--- src/rtl/gbvga_pkg.sv ---
// Shared constants, FSM state type and address helper for the Game Boy LCD capture path.
package gbvga_pkg;

  localparam int H_PIXELS  = 160;
  localparam int V_LINES   = 144;
  localparam int FB_ADDR_W = 15;
  localparam int PIX_W     = 2;

  typedef enum logic {
    WAIT_VSYNC = 1'b0,
    ACTIVE     = 1'b1
  } cap_state_e;

  // Row-major framebuffer address; 15 bits hold 143*160+159 = 23039 without truncation.
  function automatic logic [FB_ADDR_W-1:0] fb_addr(input logic [FB_ADDR_W-1:0] x,
                                                   input logic [FB_ADDR_W-1:0] y,
                                                   input logic [FB_ADDR_W-1:0] h);
    return y * h + x;
  endfunction

endpackage

--- src/rtl/gb_capture_if.sv ---
// Game Boy LCD inputs and framebuffer write port of gb_capture, grouped as one bus.
interface gb_capture_if;
  import gbvga_pkg::*;

  logic                 gb_clk;
  logic                 gb_hsync;
  logic                 gb_vsync;
  logic [PIX_W-1:0]     gb_data;
  logic [FB_ADDR_W-1:0] wraddress;
  logic [PIX_W-1:0]     wrdata;
  logic                 wren;
  logic                 frame_done;
  logic                 overrun;
  logic [7:0]           frame_count;

  modport master (
    input  gb_clk, gb_hsync, gb_vsync, gb_data,
    output wraddress, wrdata, wren, frame_done, overrun, frame_count
  );

  modport slave (
    output gb_clk, gb_hsync, gb_vsync, gb_data,
    input  wraddress, wrdata, wren, frame_done, overrun, frame_count
  );
endinterface

--- src/rtl/gb_sync_edge.sv ---
// One-bit multi-flop synchronizer with a history flop producing single-clk rise/fall pulses.
module gb_sync_edge #(
  parameter int SYNC_STAGES = 2
) (
  input  logic clk,
  input  logic rst,
  input  logic i_d,
  output logic o_rise,
  output logic o_fall
);

  logic [SYNC_STAGES-1:0] r_sync;
  logic                   r_hist;
  logic                   w_level;

  assign w_level = r_sync[SYNC_STAGES-1];

  // NOTE: sequential state uses <= so every flop samples the pre-edge value of its neighbour.
  always_ff @(posedge clk or posedge rst) begin
    if (rst) begin
      r_sync <= '0;
      r_hist <= 1'b0;
    end else begin
      r_sync[0] <= i_d;
      for (int i = 1; i < SYNC_STAGES; i++) r_sync[i] <= r_sync[i-1];
      r_hist <= w_level;
    end
  end

  assign o_rise = w_level & ~r_hist;
  assign o_fall = ~w_level & r_hist;

endmodule

--- src/rtl/gb_capture.sv ---
// Captures the Game Boy LCD stream into framebuffer writes (y*H_PIXELS+x).
// Optional GB_CAPTURE_STATS_EN: frame counter and short-frame overrun reporting.
module gb_capture #(
  parameter int SYNC_STAGES = 2,
  parameter int H_PIXELS    = gbvga_pkg::H_PIXELS,
  parameter int V_LINES     = gbvga_pkg::V_LINES
) (
  input  logic         clk,
  input  logic         rst,
  gb_capture_if.master bus
);
  import gbvga_pkg::*;

  localparam int X_W = $clog2(H_PIXELS + 1);
  localparam int Y_W = $clog2(V_LINES + 1);
  localparam logic [X_W-1:0]       X_END = X_W'(H_PIXELS);
  localparam logic [Y_W-1:0]       Y_END = Y_W'(V_LINES);
  localparam logic [FB_ADDR_W-1:0] H_FB  = FB_ADDR_W'(H_PIXELS);

  logic w_pix_fall, w_hs_rise, w_vs_rise;
  logic w_unused_pix_rise, w_unused_hs_fall, w_unused_vs_fall;

  gb_sync_edge #(.SYNC_STAGES(SYNC_STAGES)) u_sync_clk (
    .clk(clk), .rst(rst), .i_d(bus.gb_clk), .o_rise(w_unused_pix_rise), .o_fall(w_pix_fall));
  gb_sync_edge #(.SYNC_STAGES(SYNC_STAGES)) u_sync_hs (
    .clk(clk), .rst(rst), .i_d(bus.gb_hsync), .o_rise(w_hs_rise), .o_fall(w_unused_hs_fall));
  gb_sync_edge #(.SYNC_STAGES(SYNC_STAGES)) u_sync_vs (
    .clk(clk), .rst(rst), .i_d(bus.gb_vsync), .o_rise(w_vs_rise), .o_fall(w_unused_vs_fall));

  // Pixel data travels a delay line as deep as the gb_clk synchronizer so it lines up with the fall pulse.
  logic [PIX_W-1:0] r_data_dly [SYNC_STAGES];

  // NOTE: this is a short delay line, not a RAM, so every stage is reset like any other flop.
  always_ff @(posedge clk or posedge rst) begin
    if (rst) begin
      for (int i = 0; i < SYNC_STAGES; i++) r_data_dly[i] <= '0;
    end else begin
      r_data_dly[0] <= bus.gb_data;
      for (int i = 1; i < SYNC_STAGES; i++) r_data_dly[i] <= r_data_dly[i-1];
    end
  end

  cap_state_e           r_state, w_state_nxt;
  logic [X_W-1:0]       r_x, w_x_nxt;
  logic [Y_W-1:0]       r_y, w_y_nxt;
  logic                 r_pend, w_pend_nxt;
  logic [FB_ADDR_W-1:0] r_px, w_px_nxt, r_py, w_py_nxt;
  logic [PIX_W-1:0]     r_pdata, w_pdata_nxt;
  logic                 w_done_nxt, w_ovr_nxt;
  logic                 r_wren, r_frame_done, r_overrun;
  logic [FB_ADDR_W-1:0] r_wraddress;
  logic [PIX_W-1:0]     r_wrdata;

  always_ff @(posedge clk or posedge rst) begin
    if (rst) r_state <= WAIT_VSYNC;
    else     r_state <= w_state_nxt;
  end

  // Coincident events resolve as vsync, then pixel, then hsync.
  always_comb begin
    // NOTE: every output of this block is given a default first so no path can infer a latch.
    w_state_nxt = r_state;
    w_x_nxt     = r_x;
    w_y_nxt     = r_y;
    w_pend_nxt  = 1'b0;
    w_px_nxt    = r_px;
    w_py_nxt    = r_py;
    w_pdata_nxt = r_pdata;
    w_done_nxt  = 1'b0;
    w_ovr_nxt   = r_overrun;

    if (w_vs_rise) begin
      if (r_state == ACTIVE && r_y == Y_END) w_done_nxt = 1'b1;
`ifdef GB_CAPTURE_STATS_EN
      if (r_state == ACTIVE && r_y != Y_END) w_ovr_nxt = 1'b1;
`endif
      w_state_nxt = ACTIVE;
      w_x_nxt     = '0;
      w_y_nxt     = '0;
    end

    if (w_state_nxt == ACTIVE) begin
      if (w_pix_fall) begin
        if (w_x_nxt < X_END && w_y_nxt < Y_END) begin
          w_pend_nxt  = 1'b1;
          w_px_nxt    = FB_ADDR_W'(w_x_nxt);
          w_py_nxt    = FB_ADDR_W'(w_y_nxt);
          w_pdata_nxt = r_data_dly[SYNC_STAGES-1];
          w_x_nxt     = w_x_nxt + X_W'(1);
        end else begin
          w_ovr_nxt = 1'b1;
        end
      end
      if (w_hs_rise) begin
        w_x_nxt = '0;
        if (w_y_nxt < Y_END) w_y_nxt = w_y_nxt + Y_W'(1);
      end
    end
  end

  // The multiply gets its own cycle: coordinates are registered first, the address one clk later.
  always_ff @(posedge clk or posedge rst) begin
    if (rst) begin
      r_x          <= '0;
      r_y          <= '0;
      r_pend       <= 1'b0;
      r_px         <= '0;
      r_py         <= '0;
      r_pdata      <= '0;
      r_frame_done <= 1'b0;
      r_overrun    <= 1'b0;
      r_wren       <= 1'b0;
      r_wraddress  <= '0;
      r_wrdata     <= '0;
    end else begin
      r_x          <= w_x_nxt;
      r_y          <= w_y_nxt;
      r_pend       <= w_pend_nxt;
      r_px         <= w_px_nxt;
      r_py         <= w_py_nxt;
      r_pdata      <= w_pdata_nxt;
      r_frame_done <= w_done_nxt;
      r_overrun    <= w_ovr_nxt;
      r_wren       <= r_pend;
      if (r_pend) begin
        r_wraddress <= fb_addr(r_px, r_py, H_FB);
        r_wrdata    <= r_pdata;
      end
    end
  end

  assign bus.wren       = r_wren;
  assign bus.wraddress  = r_wraddress;
  assign bus.wrdata     = r_wrdata;
  assign bus.frame_done = r_frame_done;
  assign bus.overrun    = r_overrun;

`ifdef GB_CAPTURE_STATS_EN
  logic [7:0] r_frame_count;

  always_ff @(posedge clk or posedge rst) begin
    if (rst)             r_frame_count <= '0;
    else if (w_done_nxt) r_frame_count <= r_frame_count + 8'd1;
  end

  assign bus.frame_count = r_frame_count;
`else
  assign bus.frame_count = '0;
`endif

endmodule

--- src/flat_wrapper.sv ---
// flat-port wrapper written by rule: the top's interface ports become plain ports
module gb_capture_flat import gbvga_pkg::*;
#(
  parameter int SYNC_STAGES = 2,
  parameter int H_PIXELS    = gbvga_pkg::H_PIXELS,
  parameter int V_LINES     = gbvga_pkg::V_LINES
)
  (clk, rst, bus_gb_clk, bus_gb_hsync, bus_gb_vsync, bus_gb_data, bus_wraddress, bus_wrdata, bus_wren, bus_frame_done, bus_overrun, bus_frame_count);
  gb_capture_if bus_i ();
  input  logic clk;
  input  logic rst;
  input wire logic [$bits(bus_i.gb_clk)-1:0] bus_gb_clk;
  input wire logic [$bits(bus_i.gb_hsync)-1:0] bus_gb_hsync;
  input wire logic [$bits(bus_i.gb_vsync)-1:0] bus_gb_vsync;
  input wire logic [$bits(bus_i.gb_data)-1:0] bus_gb_data;
  output wire logic [$bits(bus_i.wraddress)-1:0] bus_wraddress;
  output wire logic [$bits(bus_i.wrdata)-1:0] bus_wrdata;
  output wire logic [$bits(bus_i.wren)-1:0] bus_wren;
  output wire logic [$bits(bus_i.frame_done)-1:0] bus_frame_done;
  output wire logic [$bits(bus_i.overrun)-1:0] bus_overrun;
  output wire logic [$bits(bus_i.frame_count)-1:0] bus_frame_count;
  assign bus_i.gb_clk = bus_gb_clk;
  assign bus_i.gb_hsync = bus_gb_hsync;
  assign bus_i.gb_vsync = bus_gb_vsync;
  assign bus_i.gb_data = bus_gb_data;
  assign bus_wraddress = bus_i.wraddress;
  assign bus_wrdata = bus_i.wrdata;
  assign bus_wren = bus_i.wren;
  assign bus_frame_done = bus_i.frame_done;
  assign bus_overrun = bus_i.overrun;
  assign bus_frame_count = bus_i.frame_count;
  gb_capture #(.SYNC_STAGES(SYNC_STAGES), .H_PIXELS(H_PIXELS), .V_LINES(V_LINES)) u_core (.clk(clk), .rst(rst), .bus(bus_i));
endmodule
--- config.mk ---
export PLATFORM = sky130hd
export DESIGN_NAME = gb_capture_flat
export DESIGN_NICKNAME = d
export VERILOG_FILES = /design/src/rtl/gbvga_pkg.sv /design/src/rtl/gb_capture_if.sv /design/src/rtl/gb_sync_edge.sv /design/src/rtl/gb_capture.sv /design/src/flat_wrapper.sv
export SDC_FILE = /design/constraint.sdc
export NUM_CORES = 1
export LEC_CHECK = 0
export ABC_AREA = 1
export CAP_MARGIN = 15
export CORE_ASPECT_RATIO = 1.75
export CORE_MARGIN = 3
export CORE_UTILIZATION = 53
export CTS_CLUSTER_DIAMETER = 50
export DETAILED_ROUTE_END_ITERATION = 8
export PLACE_DENSITY = 0.73
export SYNTH_ARGS = -nofsm -noshare
export SYNTH_HDL_FRONTEND = slang
export SYNTH_SLANG_ARGS = --single-unit
export TNS_END_PERCENT = 1
--- constraint.sdc ---
create_clock -name clk -period 6.32 [get_ports clk]
set_input_delay 1.264 -clock clk [delete_from_list [all_inputs] [get_ports clk]]
set_output_delay 1.264 -clock clk [all_outputs]
set_load 0.02 [all_outputs]
# ---- Word level (Yosys, flattened, before mapping)
# Cells that the tools add are included.
dict set report word_totals {
  in_bits 7
  elab_cells 53
  ff_bits 69
  out_inout_bits 28
}
dict set report op_classes {
  eq_ne 1
  magnitude_cmp 2
  multipliers 1
  n_bitwise 7
  muxes 15
  reduce_logical 4
  n_addsub 3
}
# cell count
set ops {}
lappend ops {{$mux W8} 9}
lappend ops {{$add A8 B1 Y8 const B} 2}
lappend ops {{$lt A8 B8 Y1 const B} 2}
lappend ops {{$add A15 B8 Y15} 1}
lappend ops {{$mul A8 B3 Y10 const B} 1}
lappend ops {{$eq A8 B8 Y1 const B} 1}
lappend ops {{$mux W1} 6}
lappend ops {{$reduce_and A3 Y1} 2}
lappend ops {{$not A1 Y1} 4}
lappend ops {{$and A1 B1 Y1} 3}
lappend ops {{$logic_and A1 B1 Y1} 2}

# ---- Logic depth before layout (Yosys ltp)
# Gate-level depths: netlist (run 1).
dict set report depth {
  word_depth 9
  mapped_depth 14
}

# ---- Hierarchy
# Synthesis (run 1) repeated with hierarchy kept, for this count alone.
dict set report unflattened {
  cells_unflattened 409
  hier_area_um2 3487.1
}
# module n_inst area_per_inst_um2 seq_area_each_um2 cells_each
set by_module_without_submodules {}
lappend by_module_without_submodules {gb_capture 1 3205.6 1501.4 385}
lappend by_module_without_submodules {gb_sync_edge 3 93.8 75.1 8}

# ---- Worst setup path after synthesis (run 1)
# No wires, ideal clock.
dict set report synth_path {
  path_type {register -> register}
  start {register u_core.r_py[1]}
  end {register u_core.r_wraddress[13], in the netlist u_core.bus.wraddress[13]}
  required_time_ns 6.254
  arrival_ns 2.051
  synth_period_minus_slack_ns 2.117
  path_slack_ns 4.203
  path_stages_with_launch 12
  cell_sequence {dfrtp_1 ha_1 ha_1 inv_1 fa_1 xnor2_1 inv_1 nor2_1 nand2_1 o21ai_0 nand3_1 nand2_1}
}
dict set report synth_between {
  elab_chain_len 2
}
# item line
set synth_rtl {}
lappend synth_rtl {{from (decl)} gb_capture.sv:47} ;# logic [FB_ADDR_W-1:0] r_px, w_px_nxt, r_py, w_py_nxt;
lappend synth_rtl {{from (signal assigned)} gb_capture.sv:120} ;# r_py <= w_py_nxt;
lappend synth_rtl {{$mul A8 B3 Y10} gbvga_pkg.sv:18} ;# return y * h + x;
lappend synth_rtl {{$add A15 B8 Y15} gbvga_pkg.sv:18}
lappend synth_rtl {{to (signal assigned)} gb_capture.sv:126} ;# r_wraddress <= fb_addr(r_px, r_py, H_FB);
lappend synth_rtl {{to (decl)} gb_capture.sv:51} ;# logic [FB_ADDR_W-1:0] r_wraddress;
# Every way passes these cells.
# A chain may end at the register's enable or synchronous reset.

# ---- Final worst setup path (run 1)
dict set report layout_path {
  start {register u_core.r_wraddress[11], in the netlist u_core.bus.wraddress[11]}
  end {output bus_wraddress[11]}
}
# item line
set layout_lines {}
lappend layout_lines {{to (decl)} flat_wrapper.sv:16} ;# output wire logic [$bits(bus_i.wraddress)-1:0] bus_wraddress;
# No word-level cell between the ends.

==> results.yml, run 1 <==
logic_synthesis:
  synth_top_area_frac: 0.500
  synth_top_cell_by_area: "dfrtp_1"
  async_reset_ff_frac: 1.00
  syn_area_per_cell_sq_um: 8.81
  synthCells: 392
  synth_area_sq_um: 3450
  ys_seq_area_frac: 0.500
  synth-edff-count: 0
  yosysWarnings: 0
  ys_seq_elements: 69
  ys_top_cells_by_area: "dfrtp_1, nand2_1, ha_1"
  synth_cell_types: 38
  synth_ff_type: "dfrtp_1"
power_and_ir_drop:
  p_int_uw: 756
  p_seq_frac: 0.478
  leakagePower_uw: 0.00204
  swShare: 0.263
  clock_power_share: 0.391
  combinationalPowerShare: 0.130
  finalPower_uw: 1030
  ir_drop_mv: 0.269
  powerDensity_nw_per_um2: 259
  p_switching_uw: 270
clocking:
  cts_buffers: 9
  ctsHoldBuffers: 0
  clkLatencyLatePin_ns: 0.36
  cts_root_buf: "clkbuf_8"
  cts_buffer_depth: 2
  cts_resized: 0
  htreeDepth: 3
  cts.clk_slew.worst_paths_ns: 0.07
  clock_sinks: 69
  tritoncts: "done"
  cts_setup_buffers: 0
finish:
  final_common_cell: "nand2_1"
  most-common-layout-cells: "nand2_1, dfrtp_1, inv_1"
  fin_util: 0.631
  drive_above_1_share: 0.0775
  num_antenna_cells: 0
  register_area_sq_um: 1730
  multi_input_area_sq_um: 1430
  fin_nets: 447
  fill_cells: 534
  synthToLayoutAreaGrowth_pct: 14.6
drt:
  via_per_inst: 5.01
  wl_per_cell_microns: 12.1
  drt-total-wl_mm: 6.12
  drcViolationCount: 0
  ant_nets: 0
  vias: 2534
  first_pass_iters: 4
  drt_iter0_markers: 114
placed_design:
  io_buffer_count: 26
  gp_congestion: 0.820
  dp_hpwl_mm: 4.44
timing:
  worstMarginPinSlew_ns: 0.832
  rsz0062_at_grt: "false"
  slew_headroom: 0.445
  fin_skew_ns: 0.00611
  min_period_ns: 2.60
  drv_slew: 0
  fmax_mhz: 384
  finalCritPeriodShare: 0.412
  setup_tns_ns: 0
  hold_viol_final: 0
  finalSetupViolations: 0
global_routing:
  grt_pass1_wl_mm: 10.7
  grtUsageTotal: 0.187
  grt_antenna_before_repair: 0
  grt_max_degree: 70
  grt_overflow_total: 0
  grt_pass1_vias: 2547
worst_setup_path:
  crit_required_ns: 5.06
  worstPathCellList: "clkdlybuf4s50_1"
  critPathTopFamily: "buffers and inverters"
  slowest_delay_ns: 0.61
  critPathLaunch: "u_core.bus.wraddress[11]"
  worst_setup_path_end_kind: "primary output"
  arrival_ns: 1.34
  r2r-start: "u_core.r_py[1]"
  crit_fanout: 2
  worstSetupPathType: "reg2out"
  cp_slowest_cell: "clkdlybuf4s50_1"
  cp-start-kind: "flop"
  path_buf_inv: 1
floorplan:
  ios: 35
  die_area_sq_um: 7560
  die_w_microns: 67.0
  coreArea_sq_um: 6280
  die_h_microns: 113
  row_count: 38
  start_util: 0.550
hold_path:
  hold_path.class: "reg2reg"
  hold_start: "u_core.r_data_dly[2]"
status:
  status: "finished clean"
run:
  drv_cap: 0
-- synth_stat cells, drive strengths merged (2+ instances only) --
| library cell | count |
|---|---|
| nand2 | 113 |
| dfrtp | 69 |
| inv | 55 |
| nor2 | 34 |
| nand3 | 24 |
| o21ai | 18 |
| ha | 17 |
| buf | 14 |
| nand4 | 10 |
| a21oi | 6 |
| xor2 | 5 |
| nor4 | 4 |
| xnor2 | 4 |
| nor3 | 3 |
| clkbuf | 2 |
| fa | 2 |
| nor3b | 2 |
| o21bai | 2 |
-- flip-flops by register name, summed over array words and instances, names as in the netlist, 2 cells and up --
register and cells:
u_core.r_y 8, u_core.r_px 8, u_core.r_x 8, u_core.u_sync_vs.r_sync 2, u_core.u_sync_clk.r_sync 2, u_core.r_data_dly 4
u_core.u_sync_hs.r_sync 2, u_core.r_py 8, u_core.r_pdata 2, u_core.bus.wrdata 2, u_core.bus.wraddress 15
-- cell families after synthesis --
family | synth area share
compound gates | 0.0518
xor+xnor | 0.0228
fa+ha+maj | 0.0732
buf+inv | 0.0945
flops | 0.500
other cells | 0.00109
simple gates | 0.257
-- path summary, 6_finish.rpt --
kind	endpoint	slack, ns	depth (start not counted)
min in group asynchronous	u_core.bus.wrdata[0]	1.47	3
hold / removal	u_core.r_data_dly[0]	0.35	0
setup / recovery	bus_wraddress[11]	3.72	1
max in group asynchronous	u_core.r_y[7]	4.31	3
setup reg to reg	u_core.bus.wraddress[13]	3.97	11
hold reg to reg	u_core.r_data_dly[0]	0.35	0
-- power groups by stage --
stage / Combinational [uW] / Clock (uW) / Sequential, uW
finish: 134 / 401 / 490
global route: 152 / 431 / 494
CTS: 136 / 411 / 490
detailed placement: 135 / 0 / 499
global placement: 132 / 0 / 498
floorplan: 78.0 / 0 / 511
-- cell type report --
| class | instances | area share |
|---|---|---|
| Clock buffer | 10 | 0.0348 |
| Clock inverter | 6 | 0.0218 |
| Inverter | 55 | 0.0534 |
| Multi-Input combinational cell | 259 | 0.361 |
| Sequential cell | 69 | 0.436 |
| Tap cell | 80 | 0.0253 |
| Timing Repair Buffer | 27 | 0.0677 |
-- metal layers --
metal | part of all wire | global-route usage | wire length (microns) | vias to the layer above
met5 | 0 | 0 | 0 | -
met4 | 0.040 | 0.126 | 244 | 0
met3 | 0.041 | 0.0506 | 250 | 18
met2 | 0.53 | 0.313 | 3240 | 57
met1 | 0.39 | 0.199 | 2380 | 1178
li1 | - | - | - | 1281
-- per-stage QoR --
stage	instance area [sq um]	setup WS, ns	cells	hold slack (ns)
after floorplan	3480	3.32	399	0.331
after global placement	3730	3.88	490	0.333
after detailed placement	3730	3.85	490	0.335
after CTS	3960	3.70	506	0.352
after global routing	3960	3.68	506	0.363
final	3960	3.72	506	0.350
Power figures use the tool's default switching activity.
==> run 2, diff against run 1 <==
==> constraint.sdc (replaced) <==
create_clock -name clk -period 2.7 [get_ports clk]
set_input_delay 0.54 -clock clk [delete_from_list [all_inputs] [get_ports clk]]
set_output_delay 0.54 -clock clk [all_outputs]
set_load 0.02 [all_outputs]
==> results.yml, run 2 (synthesis results as in run 1) <==
finish:
  fin_nets: 448
  synthToLayoutAreaGrowth_pct: 14.0
  fill_cells: 560
  largest_reg_flops: 15
  final_common_cell: "nand2_1"
  num_antenna_cells: 0
  most-common-layout-cells: "nand2_1, dfrtp_1, inv_1"
  drive_above_1_share: 0.0796
  fin_util: 0.628
drt:
  drt_iter0_markers: 121
  wl_per_cell_microns: 11.8
  ant_nets: 0
  drcViolationCount: 0
  via_per_inst: 4.97
  first_pass_iters: 4
  vias: 2521
  drt-total-wl_mm: 5.98
timing:
  drv_slew: 0
  slew_headroom: 0.614
  finalSetupViolations: 0
  fmax_mhz: 422
  min_period_ns: 2.37
  setup_tns_ns: 0
  worstMarginPinSlew_ns: 0.579
  rsz0062_at_grt: "false"
  finalCritPeriodShare: 0.879
  fin_skew_ns: 0.00744
  hold_viol_final: 0
floorplan:
  die_w_microns: 67.0
  start_util: 0.550
  die_h_microns: 113
  coreArea_sq_um: 6280
  ios: 35
  die_area_sq_um: 7560
  row_count: 38
global_routing:
  grt_pass1_vias: 2454
  grt_max_degree: 45
  grtUsageTotal: 0.183
  grt_overflow_total: 0
  grt_antenna_before_repair: 0
  grt_pass1_wl_mm: 10.4
worst_setup_path:
  critPathLaunch: "u_core.r_py[1]"
  crit_fanout: 4
  crit_required_ns: 2.99
  worstSetupPathType: "reg2reg"
  cp-start-kind: "flop"
  r2r-start: "u_core.r_py[1]"
  arrival_ns: 2.66
  worst_setup_path_end_kind: "flop"
  worst-r2r-setup-slack_ns: 0.33
power_and_ir_drop:
  ir_drop_mv: 0.400
  leakagePower_uw: 0.00201
  powerDensity_nw_per_um2: 566
placed_design:
  dp_hpwl_mm: 4.54
  gp_congestion: 0.823
  io_buffer_count: 26
status:
  status: "finished clean"
clocking:
  cts.clk_slew.worst_paths_ns: 0.08
  cts_buffer_depth: 2
  cts_buffers: 9
  htreeDepth: 3
  clock_sinks: 69
  cts_root_buf: "clkbuf_8"
  cts_resized: 0
  cts_setup_buffers: 0
  ctsHoldBuffers: 0
  tritoncts: "done"
  clkLatencyLatePin_ns: 0.35
run:
  drv_cap: 0
hold_path:
  hold_path.class: "reg2reg"
  hold_start: "u_core.r_data_dly[2]"
[run 2: cell count changes in the layout (fill, tap and decap cells not counted), sizes merged]
cell,delta
clkinvlp,+3
inv,+1
clkinv,-2
bufinv,-2
buf,+1
[run 2: critical path: stages, from the launching register on]
cell,delay (ns)
dfrtp_1,0.42
ha_1,0.29
ha_1,0.18
inv_1,0.07
fa_1,0.40
xnor2_1,0.20
inv_1,0.10
nor2_1,0.19
nand2_1,0.10
o21ai_0,0.18
nand3_1,0.10
nand2_1,0.07
[run 2: worst paths after layout]
| kind | to | cells past startpoint |
|---|---|---|
| max | u_core.bus.wraddress[13] | 11 |
| min | u_core.r_data_dly[0] | 0 |
| max reg2reg | u_core.bus.wraddress[13] | 11 |
| min reg2reg | u_core.r_data_dly[0] | 0 |
| max in group asynchronous | u_core.u_sync_hs.r_sync[0] | 3 |
| min in group asynchronous | u_core.r_pdata[0] | 2 |
[run 2: layout make-up]
cell class / instances / area, sq um / share of cell area
well taps: 80 / 100 / 0.0254
inverters: 55 / 211 / 0.0537
multi-input cells: 259 / 1430 / 0.362
flip-flops and latches: 69 / 1730 / 0.438
clock inverters: 6 / 47.5 / 0.0121
clock buffers: 10 / 138 / 0.0349
repair buffers: 28 / 288 / 0.0731
[run 2: report_power, final]
part	total [uW]	leakage, uW	switching (uW)	internal [uW]
Sequential	1150	0.000905	41.4	1110
Combinational	315	0.00103	190	124
Clock	766	0.0000811	405	362
Total	2230	0.00201	636	1590
[run 2: routing by layer]
metal | global-route usage | up-vias | share of wire
met2 | 0.311 | 50 | 0.54
met5 | 0 | - | 0
met3 | 0.0616 | 14 | 0.037
met1 | 0.193 | 1164 | 0.40
met4 | 0.0949 | 0 | 0.028
li1 | - | 1293 | -
[run 2: through the flow]
stage          hold WS [ns]  std cells  cell area, sq um  power (uW)  setup WS [ns]
3_5_place_dp          0.336        491              3750        1480          0.337
5_1_grt               0.353        507              3940        2360         0.0692
4_1_cts               0.347        507              3940        2270          0.316
6_report              0.340        507              3940        2230          0.328
3_3_place_gp          0.332        491              3750        1480          0.484
2_1_floorplan         0.331        399              3480        1380          0.420
